[config.mk]
export PLATFORM = sky130hd
export DESIGN_NAME = fetch_unit
export DESIGN_NICKNAME = d
export VERILOG_FILES = /design/src/rtl/fetch_unit.sv
export SDC_FILE = /design/constraint.sdc
export NUM_CORES = 1
export LEC_CHECK = 0
export CAP_MARGIN = 20
export CELL_PAD_IN_SITES_DETAIL_PLACEMENT = 1
export CELL_PAD_IN_SITES_GLOBAL_PLACEMENT = 1
export CORE_MARGIN = 2
export CORE_UTILIZATION = 42
export CTS_CLUSTER_DIAMETER = 40
export DETAILED_ROUTE_END_ITERATION = 8
export GPL_TIMING_DRIVEN = 0
export PLACE_DENSITY_LB_ADDON = 0.1
export SYNTH_ARGS = -nofsm -noshare
export SYNTH_HDL_FRONTEND = slang
export SYNTH_SLANG_ARGS = --single-unit
[constraint.sdc]
create_clock -name clk -period 4.7 [get_ports clk]
set_clock_uncertainty 0.15 [all_clocks]
set_input_delay 0.705 -clock clk [delete_from_list [all_inputs] [get_ports clk]]
set_output_delay 0.705 -clock clk [all_outputs]
set_load 0.03 [all_outputs]
[src/rtl/fetch_unit.sv]
`default_nettype none
// ============================================================================
//  Module   : fetch_unit
//  Purpose  : Instruction-fetch stage. Holds the program counter, issues
//             in-order word fetches to instruction memory over a ready/valid
//             handshake with variable latency, buffers the returned words
//             together with their PC, and hands them to decode through a
//             valid/ready interface. A redirect flushes the buffer, restarts
//             fetching at the new address and discards every response that
//             is still in flight.
//
//  Ports    :
//    clk           in   1   clock, rising edge
//    rst           in   1   asynchronous reset, active low
//    imemReq       out  1   fetch request valid
//    imemAddr      out  32  fetch word address (bits [1:0] always 0)
//    imemReady     in   1   memory accepts the request this cycle
//    imemValid     in   1   response word valid (returned in request order)
//    imemData      in   32  response instruction word
//    redirect      in   1   one-cycle pulse: restart fetch at redirectPc
//    redirectPc    in   32  new fetch address (bits [1:0] ignored)
//    instr         out  32  instruction word to decode
//    instrPc       out  32  address of instr
//    instrPcPlus4  out  32  instrPc + 4 (mod 2^32)
//    instrValid    out  1   instr / instrPc valid
//    instrReady    in   1   decode accepts instr this cycle
//
//  Revision : 1.0  initial release
// ============================================================================
module fetch_unit #(
   parameter logic [31:0] RESET_PC  = 32'h0000_0000,
   parameter int          BUF_DEPTH = 2
) (
   input  logic        clk,
   input  logic        rst,
   output logic        imemReq,
   output logic [31:0] imemAddr,
   input  logic        imemReady,
   input  logic        imemValid,
   input  logic [31:0] imemData,
   input  logic        redirect,
   input  logic [31:0] redirectPc,
   output logic [31:0] instr,
   output logic [31:0] instrPc,
   output logic [31:0] instrPcPlus4,
   output logic        instrValid,
   input  logic        instrReady
);

   // BUF_DEPTH is a power of two, so the pointers wrap naturally.
   localparam int               PTR_W     = $clog2(BUF_DEPTH);
   localparam int               CNT_W     = $clog2(BUF_DEPTH + 1);
   localparam int               SUM_W     = CNT_W + 1;
   localparam logic [SUM_W-1:0] DEPTH_SUM = SUM_W'(BUF_DEPTH);
   localparam logic [PTR_W-1:0] PTR_ONE   = PTR_W'(1);
   localparam logic [CNT_W-1:0] CNT_ONE   = CNT_W'(1);

   // -------------------------------------------------------------------------
   // State
   // -------------------------------------------------------------------------
   logic [31:0]      pc_q, pc_d;

   // Instruction buffer: returned words paired with their fetch address.
   logic [31:0]      buf_word_q [BUF_DEPTH];
   logic [31:0]      buf_pc_q   [BUF_DEPTH];
   logic [PTR_W-1:0] buf_rd_q, buf_rd_d;
   logic [PTR_W-1:0] buf_wr_q, buf_wr_d;
   logic [CNT_W-1:0] count_q, count_d;

   // Addresses of accepted-but-not-returned requests, oldest first.
   logic [31:0]      pcq_q [BUF_DEPTH];
   logic [PTR_W-1:0] pcq_rd_q, pcq_rd_d;
   logic [PTR_W-1:0] pcq_wr_q, pcq_wr_d;

   logic [CNT_W-1:0] inflight_q, inflight_d;
   logic [CNT_W-1:0] drop_q, drop_d;

   // -------------------------------------------------------------------------
   // Handshake decode
   // -------------------------------------------------------------------------
   logic             w_pop;
   logic             w_accept;
   logic             w_resp;
   logic             w_drop_old;
   logic             w_push;
   logic [SUM_W-1:0] w_credit_used;
   logic             w_unused;

   // The low address bits of a redirect target are forced to zero.
   assign w_unused = ^redirectPc[1:0];

   assign instrValid = (count_q != '0);
   assign w_pop      = instrValid && instrReady;

   // Credits in use: buffered entries plus outstanding requests. The entry
   // being handed to decode this cycle is already free for a response that
   // can arrive no earlier than next cycle; counting it as free is what
   // allows one instruction per cycle with a single-cycle memory.
   assign w_credit_used = {1'b0, count_q} - {{CNT_W{1'b0}}, w_pop}
                        + {1'b0, inflight_q};

   assign imemReq  = rst && !redirect && (w_credit_used < DEPTH_SUM);
   assign imemAddr = pc_q;
   assign w_accept = imemReq && imemReady;

   // A response with nothing outstanding is a protocol error and is ignored.
   assign w_resp     = imemValid && (inflight_q != '0);
   assign w_drop_old = w_resp && (drop_q != '0);
   // A response coinciding with a redirect belongs to the old stream.
   assign w_push     = w_resp && !w_drop_old && !redirect;

   assign instr        = buf_word_q[buf_rd_q];
   assign instrPc      = buf_pc_q[buf_rd_q];
   assign instrPcPlus4 = instrPc + 32'd4;

   // -------------------------------------------------------------------------
   // Next-state logic
   // -------------------------------------------------------------------------
   always_comb begin
      pc_d       = pc_q;
      buf_rd_d   = buf_rd_q;
      buf_wr_d   = buf_wr_q;
      count_d    = count_q;
      pcq_rd_d   = pcq_rd_q;
      pcq_wr_d   = pcq_wr_q;
      inflight_d = inflight_q;
      drop_d     = drop_q;

      if (w_accept) begin
         pc_d     = pc_q + 32'd4;
         pcq_wr_d = pcq_wr_q + PTR_ONE;
      end

      if (w_resp) begin
         pcq_rd_d = pcq_rd_q + PTR_ONE;
      end

      case ({w_accept, w_resp})
         2'b10:   inflight_d = inflight_q + CNT_ONE;
         2'b01:   inflight_d = inflight_q - CNT_ONE;
         default: inflight_d = inflight_q;
      endcase

      if (w_push) begin
         buf_wr_d = buf_wr_q + PTR_ONE;
      end

      if (w_pop) begin
         buf_rd_d = buf_rd_q + PTR_ONE;
      end

      case ({w_push, w_pop})
         2'b10:   count_d = count_q + CNT_ONE;
         2'b01:   count_d = count_q - CNT_ONE;
         default: count_d = count_q;
      endcase

      if (w_drop_old) begin
         drop_d = drop_q - CNT_ONE;
      end

      // Redirect: empty the buffer (no push happens this cycle, so the write
      // pointer is already final) and mark every still-outstanding request
      // as stale. No request is issued this cycle, so pc is free to reload.
      if (redirect) begin
         pc_d     = {redirectPc[31:2], 2'b00};
         buf_rd_d = buf_wr_q;
         count_d  = '0;
         drop_d   = inflight_d;
      end
   end

   // -------------------------------------------------------------------------
   // Registers
   // -------------------------------------------------------------------------
   always_ff @(posedge clk or negedge rst) begin
      if (!rst) begin
         pc_q       <= RESET_PC;
         buf_rd_q   <= '0;
         buf_wr_q   <= '0;
         count_q    <= '0;
         pcq_rd_q   <= '0;
         pcq_wr_q   <= '0;
         inflight_q <= '0;
         drop_q     <= '0;
      end else begin
         pc_q       <= pc_d;
         buf_rd_q   <= buf_rd_d;
         buf_wr_q   <= buf_wr_d;
         count_q    <= count_d;
         pcq_rd_q   <= pcq_rd_d;
         pcq_wr_q   <= pcq_wr_d;
         inflight_q <= inflight_d;
         drop_q     <= drop_d;
      end
   end

   // Storage is cleared on reset so instr / instrPc read as zero afterwards.
   always_ff @(posedge clk or negedge rst) begin
      if (!rst) begin
         for (int i = 0; i < BUF_DEPTH; i++) begin
            buf_word_q[i] <= '0;
            buf_pc_q[i]   <= '0;
            pcq_q[i]      <= '0;
         end
      end else begin
         if (w_accept) begin
            pcq_q[pcq_wr_q] <= pc_q;
         end
         if (w_push) begin
            buf_word_q[buf_wr_q] <= imemData;
            buf_pc_q[buf_wr_q]   <= pcq_q[pcq_rd_q];
         end
      end
   end

endmodule
`default_nettype wire

======== Word-level counts from Yosys, hierarchy flattened ========
Cells that the tools add are included.
storage, ports and cells
  flip-flop bits (word level) ............. 234
  latch bits .............................. 0
  RAM bits ................................ 0
  bits in read-only memories .............. 0
  output and inout port bits .............. 130
  word-level logic and storage cells ...... 86
  memories kept ........................... 0
cells by class
  add/sub/neg operators ................... 13
  multipliers ............................. 0
  divide/modulo/power cells ............... 0
  $lt $le $gt $ge ......................... 7
  equality and inequality tests ........... 4
  shifts and indexed selects .............. 0
  mux-type cells .......................... 25
  bitwise gates (word level) .............. 4
  reduce and logical (&&, ||, !) cells .... 19
operator list
  operator                                                              count
  32-bit 2-to-1 mux                                                     13
  64-bit bitwise mux                                                    3
  32-bit by 3-bit adder with 32-bit output, second input constant       2
  32-bit demux with 1-bit select                                        2
  2-bit nonzero test                                                    6
  1-bit logical AND                                                     10
  2-bit >= comparator, second input constant                            4
  1-bit NOT with 2-bit output                                           4
  2-bit case mux with 2 select lines                                    2
  2-bit 2-to-1 mux                                                      3
  2-bit by 1-bit subtractor with 2-bit output, second input constant    3
  1-bit adder, second input constant                                    4
  2-bit by 1-bit adder with 2-bit output, second input constant         2
  2-bit by 1-bit == test with 1-bit output, second input constant       2
  2-bit == test, second input constant                                  2
  2-bit by 1-bit < comparator with 1-bit output, second input constant  2
  3-bit by 2-bit adder with 3-bit output                                1
  3-bit by 2-bit < comparator with 1-bit output, second input constant  1
  3-bit nonzero test                                                    1
  2-bit by 1-bit subtractor with 3-bit output                           1
  1-bit logical NOT                                                     2
  1-bit 2-to-1 mux                                                      2

======== Longest topological paths before layout ========
Gate-level depths: netlist of run 1.
  word-level depth ........................ 10
  depth in mapped cells ................... 17

======== Least setup slack after synthesis of run 1 ========
OpenSTA, ideal clock, no wires.
  path kind ............................... reg2out
  start ................................... register buf_rd_q
  end ..................................... output instrPcPlus4[28]
  arrival time ............................ 3.625 ns
  path slack .............................. 0.220 ns
  cell stages (with the launch flop) ...... 14
  cells stage by stage .................... dfrtp_1 > buf_6 > buf_6 > buf_6 > clkbuf_1 > buf_1 > mux2i_1 > inv_1 > ha_1 > nand2_1 > o22ai_2 > nand4_1 > nor4_2 > xnor2_1
on the way
  longest elaborated chain between the ends .. 5
ends and longest elaborated chain
  element                                                line  text
  from (decl)                                            66    logic [PTR_W-1:0] buf_rd_q, buf_rd_d;
  from (signal assigned)                                 188   buf_rd_q <= buf_rd_d;
  1-bit NOT with 2-bit output (implied by the code)      113   assign instrPc = buf_pc_q[buf_rd_q];
  32-bit 2-to-1 mux (implied by the code) (3 in series)  113
  named net instrPc[2]                                   44    output logic [31:0] instrPc,
  32-bit by 3-bit adder with 32-bit output               114   assign instrPcPlus4 = instrPc + 32'd4;
  to (decl)                                              45    output logic [31:0] instrPcPlus4,
The timed path passes the listed nets, and every way through them passes these cells. The select of a mux whose other input is x is not followed.

======== Final worst setup path of run 1 ========
  start ................................... register buf_rd_q
  end ..................................... output instrPcPlus4[26]
on the way
  longest elaborated chain between the ends .. 5
ends and longest elaborated chain
  element                                                line
  1-bit NOT with 2-bit output (implied by the code)      113
  32-bit 2-to-1 mux (implied by the code) (3 in series)  113
  32-bit by 3-bit adder with 32-bit output               114
No other way between the ends. The select of a mux whose other input is x is not followed.

==> results_dict.tcl, run 1 <==
set metrics [dict create \
    firstDrtPassIters 5 \
    path_clk_slew_ps 50 \
    min_period_over_period_pct 95.3 \
    syn_area_mm2 0.0109 \
    clk_latency_ps 510 \
    synth_seq_cells 224 \
    min_to "pcq_q[6]" \
    fin_util_pct 56.6 \
    period_needed_ps 4480 \
    fin_cells 1576 \
    report.final.slew_viol_count 0 \
    criticalPathCategory "flip-flop to output pin" \
    synth_cell_type_count 56 \
    max_stage_delay_ps 340 \
    slowest_stage "clkdlybuf4s15_2" \
    layout-drive-gt1-share_pct 22.6 \
    hpwl_mm 22.6 \
    syn_inst 978 \
    cts_tree "yes" \
    synth-main-ff-cell "dfrtp_1" \
    cp-end-kind "output pin" \
    cts_buffers 37 \
    startpoint_type "flip-flop" \
    nNetsFinal 1292 \
    drv_cap 0 \
    antenna_found_initial 0 \
    cp_max_fo 19 \
    vias_per_cell 5.37 \
    cp_top_family "buffers and inverters" \
    die_width_um 165 \
    r2r_start "count_q[0]" \
    start_util_pct 42.4 \
    cp_common_cell "buf_6" \
    port-buffer-count 190 \
    timing.slew.headroom_pct 43.8 \
    required_ps 3850 \
    cts.path.max_buffers 3 \
    grt_overflow 0 \
    finalPower_w 0.0109 \
    synth_seq_area_share_pct 51.3 \
    nFillCells 2756 \
    clock-sinks 224 \
    globalplace.congestion 0.833 \
    crit_chain "buf_6 -> buf_6 -> buf_6 -> clkbuf_4 -> mux2i_1 -> inv_1 -> ha_1 -> nand2_1 -> o22ai_4 -> nand4_1 -> buf_4 -> nor2_1 -> xnor2_1 -> clkdlybuf4s15_2" \
    cp_num_buf_inv 7 \
    fmaxAchievable_ghz 0.223 \
    power_density_mw_per_mm2 748 \
    dieArea_mm2 0.0273 \
    antenna_cells 0 \
    drc 0 \
    hold_path.class "flip-flop to flip-flop" \
    cts_root_buf "clkbuf_16" \
    arrival_ps 3620 \
    final_common_cell "dfrtp_1" \
    cts_max_level 2 \
    hold_start "pcq_q[6]" \
    p_leak_nw 6.44 \
    wirelength_mm 31.3 \
    num_vias 8469 \
    grt_max_degree 98 \
    drt-initial-drc-count 383 \
    synth_edf_count 0 \
    hold_depth 2 \
    hold_viol 0 \
    yosysWarnings 0 \
    coreArea_mm2 0.0258 \
    layout_common_cells "dfrtp_1, clkdlybuf4s50_1, mux2_2" \
    peakVddDrop_mv 0.424 \
    dp_cells 1510 \
    area_delta_synth_final_pct 33.4 \
    io_pins 200 \
    rrSetupSlack_ps 350 \
    synthArstFlopShare_pct 100 \
    globalRouteTotalUtil_pct 23.4 \
    synth_area_per_cell_um2 11.2 \
    outcome "completed" \
    grt_pass1_wl_mm 49.7 \
    r2r_cells 17 \
    placementRows 59 \
    die_h_um 165 \
    r2r-end "drop_q[1]" \
    first_global_vias 9063 \
    finalSetupViolations 0 \
    tns_ps 0 \
    routedWlPerCell_um 19.8 \
    ant_nets 0 \
    hold_ws_ps 327 \
    tightest_slew_ps 843 \
]
-- Yosys cell counts, drive strengths merged, types with 4 or more instances --
cell	n	area, µm²
o21ai	69	345
nand3	32	160
o311ai	8	70.1
a32oi	4	35.0
nor2b	6	37.5
inv	27	101
and3	7	43.8
buf	39	220
nor2	51	191
nand4	17	106
ha	6	75.1
mux2i	41	410
nand4b	7	106
o211ai	7	52.6
nand2	108	405
dfrtp	224	5610
and2	4	25.0
xnor2	26	228
clkbuf	25	93.8
a31oi	4	25.0
xor2	12	105
a21oi	42	210
mux2	167	1880
-- cell families (layout without fill, tap and decap cells) --
group,count (synthesis),after routing,synth area share (%)
adders and majority gates,7,7,0.871
other,1,6,0.0343
xor gates and xnor gates,38,38,3.05
DFF,224,224,51.3
muxes,208,208,21.0
AOI/OAI and AO/OA,152,152,8.26
buffers and inverters,91,349,3.80
and+or+nand+nor,257,257,11.7
-- per-stage QoR --
step	cell area (µm²)	setup WS [ps]
floorplan	10900	220
global placement	13300	-7140
detailed placement	13300	-721
CTS	14600	18.8
global route	14600	-8.94
finish	14600	220
-- registers in the layout, indices dropped and copies added (netlist names) --
register,count
inflight_q,2
drop_q,2
imemAddr,30
pcq_wr_q,1
buf_rd_q,1
pcq_rd_q,1
count_q,2
buf_wr_q,1
buf_pc_q,60
buf_word_q,64
pcq_q,60
-- per-layer routing --
metal / vias up / GRT usage, % / wire [µm]
li1: 3947 / - / -
met1: 4248 / 32.6 / 14500
met2: 218 / 37.6 / 14600
met3: 56 / 3.92 / 1440
met4: 0 / 7.15 / 708
met5: - / 0 / 0
-- how the worst max path moves through the flow --
stage	start	to	slack, ps	cells past startpoint
2_1_floorplan	buf_rd_q	instrPcPlus4[28]	220	13
3_3_place_gp	rst	drop_q[1]	-7140	11
3_5_place_dp	buf_rd_q	instrPcPlus4[28]	-720	14
4_1_cts	buf_rd_q	instrPcPlus4[24]	20	14
5_1_grt	buf_rd_q	instrPcPlus4[31]	-9	9
6_report	buf_rd_q	instrPcPlus4[26]	220	14
-- power breakdown --
group | leakage [nW] | switching [W] | internal [W]
clock | 0.603 | 0.000953 | 0.00170
combinational | 3.00 | 0.00273 | 0.00222
sequential | 2.84 | 0.000579 | 0.00272
-- worst reg2reg max path, cell delays in order (launching register included) --
cell and delay [ps]:
dfrtp_1 430, or2_2 310, nand2_1 170, inv_1 60, ha_1 260, nand2b_1 150, fa_1 510, nand4b_1 90
nor2b_1 270, buf_2 290, inv_1 100, buf_2 200, buf_1 310, ha_1 300, xnor2_1 150, nor2_1 70
xnor2_1 150, mux2_2 270
-- repair_timing --
item                                    4_1_cts  5_1_grt
pin swaps                                     1        2
buffers inserted                              1        0
hold buffers                                  1        0
endpoints found under the setup margin       14        7
endpoints found under the hold margin        10        0
gates resized for setup                      11        6
-- final cells by class --
class                           instances  area, µm²  share of cell area, %
Inverter                               27        101                  0.696
Tap cell                              335        419                   2.88
Multi-Input combinational cell        668       4930                   33.8
Buffer                                 63        314                   2.16
Sequential cell                       224       5610                   38.5
Clock buffer                           47       1060                   7.25
Timing Repair Buffer                  194       1980                   13.6
Clock inverter                         18        170                   1.17
No activity file was read; power rests on OpenSTA's default activity.
==> inputs of run 2 (changes only) <==
- PLACE_DENSITY_LB_ADDON: 0.1 -> 0.15
==> run 2 against run 1 <==
Setup slack got worse by 12 ps. Die area unchanged. Highest routed layer unchanged. Final area grew 0.47%. Sequential share of layout area down 0.18 points. Sequential power about the same. Combinational power hardly changed. First-iteration DRC count is 10% lower. Clock power rose by 7%. The run now ends with hold timing left. Largest cell class unchanged. Largest power group unchanged. Routed wire length up 0.28%. Critical path type unchanged. Maximum frequency fell by 0.26%.
==> results_dict.tcl, run 2 (same netlist as run 1, synthesis figures left out) <==
set metrics [dict create \
    outcome "complete, but fails checks" \
    violations "hold timing" \
    hpwl_mm 22.4 \
    multi_input_area_mm2 0.00493 \
    cp_num_buf_inv 7 \
    final_common_cell "dfrtp_1" \
    cts_max_level 2 \
    min_period_over_period_pct 95.6 \
    startpoint "buf_rd_q" \
    cts_tree "yes" \
    clock-sinks 224 \
    firstDrtPassIters 4 \
    first_global_vias 9118 \
    die_width_um 165 \
    ant_nets 0 \
    cp_max_fo 19 \
    layout_common_cells "dfrtp_1, clkdlybuf4s50_1, mux2_2" \
    r2r_start "count_q[0]" \
    r2r-end "drop_q[1]" \
    drv_cap 0 \
    crit_chain "buf_6 -> buf_6 -> buf_6 -> buf_4 -> mux2i_1 -> inv_1 -> ha_1 -> nand2_1 -> o22ai_4 -> nand4_1 -> buf_4 -> nor2_1 -> xor2_1 -> dlygate4sd2_1" \
    cp_common_cell "buf_6" \
    cts_root_buf "clkbuf_16" \
    hold_ws_ps -13.8 \
    slowest_stage "dlygate4sd2_1" \
    grt_max_degree 90 \
    hold_viol 7 \
    report.final.slew_viol_count 0 \
    hold_buffers 0 \
    nFillCells 2708 \
    path_depth 14 \
    area_delta_synth_final_pct 34.0 \
    reg.largest.list "buf_word_q x64, buf_pc_q x60, pcq_q x60" \
    routedWlPerCell_um 19.9 \
    globalRouteTotalUtil_pct 23.5 \
    antenna_found_initial 0 \
    arrival_ps 3640 \
    layout-drive-gt1-share_pct 22.4 \
    drc 0 \
    tightest_slew_ps 878 \
    largest_register_ff_count 64 \
    criticalPathCategory "flip-flop to output pin" \
    port-buffer-count 190 \
    period_needed_ps 4490 \
    drt-initial-drc-count 343 \
    hold_path.class "input port to async pin" \
    r2r_cells 17 \
    max_stage_delay_ps 420 \
    num_vias 8537 \
    coreArea_mm2 0.0258 \
    path_clk_slew_ps 60 \
    start_util_pct 42.4 \
    fmaxAchievable_ghz 0.223 \
    antenna_cells 0 \
    power_density_mw_per_mm2 759 \
    cts_buffers 35 \
    top_register "buf_word_q" \
    timing.slew.headroom_pct 41.5 \
    die_h_um 165 \
    vias_per_cell 5.43 \
    crit_path_end "instrPcPlus4[24]" \
    grt_pass1_wl_mm 50.0 \
    wirelength_mm 31.4 \
    p_leak_nw 6.48 \
    startpoint_type "flip-flop" \
    fin_util_pct 56.8 \
    required_ps 3850 \
    io_pins 200 \
    cp_top_family "buffers and inverters" \
    globalplace.congestion 0.804 \
    placementRows 59 \
    cts.path.max_buffers 3 \
    grt_overflow 0 \
    rrSetupSlack_ps 360 \
    peakVddDrop_mv 0.511 \
    clk_latency_ps 500 \
    cp-end-kind "output pin" \
    seq_area_mm2 0.00561 \
    dieArea_mm2 0.0273 \
    nNetsFinal 1289 \
    finalSetupViolations 0 \
]
-- run 2: cell count changes in the layout (fill, tap and decap cells not counted), moves of 2 or more --
cell | before | now
bufinv_16 | 2 | 7
clkinv_2 | 7 | 2
dlygate4sd2_1 | 0 | 3
clkbuf_1 | 27 | 25
clkbuf_16 | 39 | 37
clkbuf_8 | 5 | 3
clkdlybuf4s15_2 | 2 | 0
clkinv_4 | 1 | 3
inv_8 | 0 | 2
-- run 2: per-stage QoR --
| stage | instances | setup WS (ps) | power (W) | area (µm²) | TNS (ps) |
|---|---|---|---|---|---|
| floorplan | 983 | 220 | 0.00635 | 10900 | 0 |
| global placement | 1508 | -7070 | 0.00815 | 13300 | -2197300 |
| detailed placement | 1510 | -755 | 0.00829 | 13300 | -4470 |
| CTS | 1572 | 26.2 | 0.0112 | 14600 | 0 |
| global route | 1573 | -11.8 | 0.0117 | 14600 | -11.8 |
| finish | 1573 | 209 | 0.0111 | 14600 | 0 |
-- run 2: power by group --
group / switching, W / total [W] / internal, W
Sequential: 0.000582 / 0.00330 / 0.00271
Combinational: 0.00274 / 0.00496 / 0.00222
Clock: 0.000964 / 0.00285 / 0.00189
Total: 0.00429 / 0.0111 / 0.00682
-- run 2: area by class of cell --
type	count	share of cell area [%]
inverter	27	0.692
buffer	63	2.15
sequential	224	38.3
timing repair buffer	193	13.4
clock inverter	22	2.29
multi-input combinational	668	33.7
clock buffer	41	6.63
tap	335	2.86
-- run 2: layer usage --
| layer | global-route usage, % | part of all wire [%] | routed length [µm] | vias up |
|---|---|---|---|---|
| met5 | 0 | 0 | 0 | - |
| met4 | 6.17 | 2.0 | 626 | 0 |
| met3 | 3.05 | 4.2 | 1310 | 58 |
| met2 | 39.8 | 48 | 15100 | 213 |
| met1 | 32.1 | 46 | 14300 | 4337 |
| li1 | - | - | - | 3929 |
-- run 2: worst min path at each step --
stage | slack (ps) | cells past startpoint | end
4_1_cts | 7 | 1 | buf_word_q[6]
6_report | -10 | 1 | buf_word_q[6]
2_1_floorplan | 260 | 0 | buf_pc_q[10]
3_5_place_dp | 320 | 2 | buf_pc_q[27]
5_1_grt | 20 | 1 | buf_word_q[6]
3_3_place_gp | 310 | 2 | buf_pc_q[31]
-- run 2: repair_timing --
| item | CTS | global route |
|---|---|---|
| pin swaps | 1 | 2 |
| setup buffers | 0 | 1 |
| endpoints found under the setup margin | 15 | 5 |
| gates resized for setup | 7 | 4 |
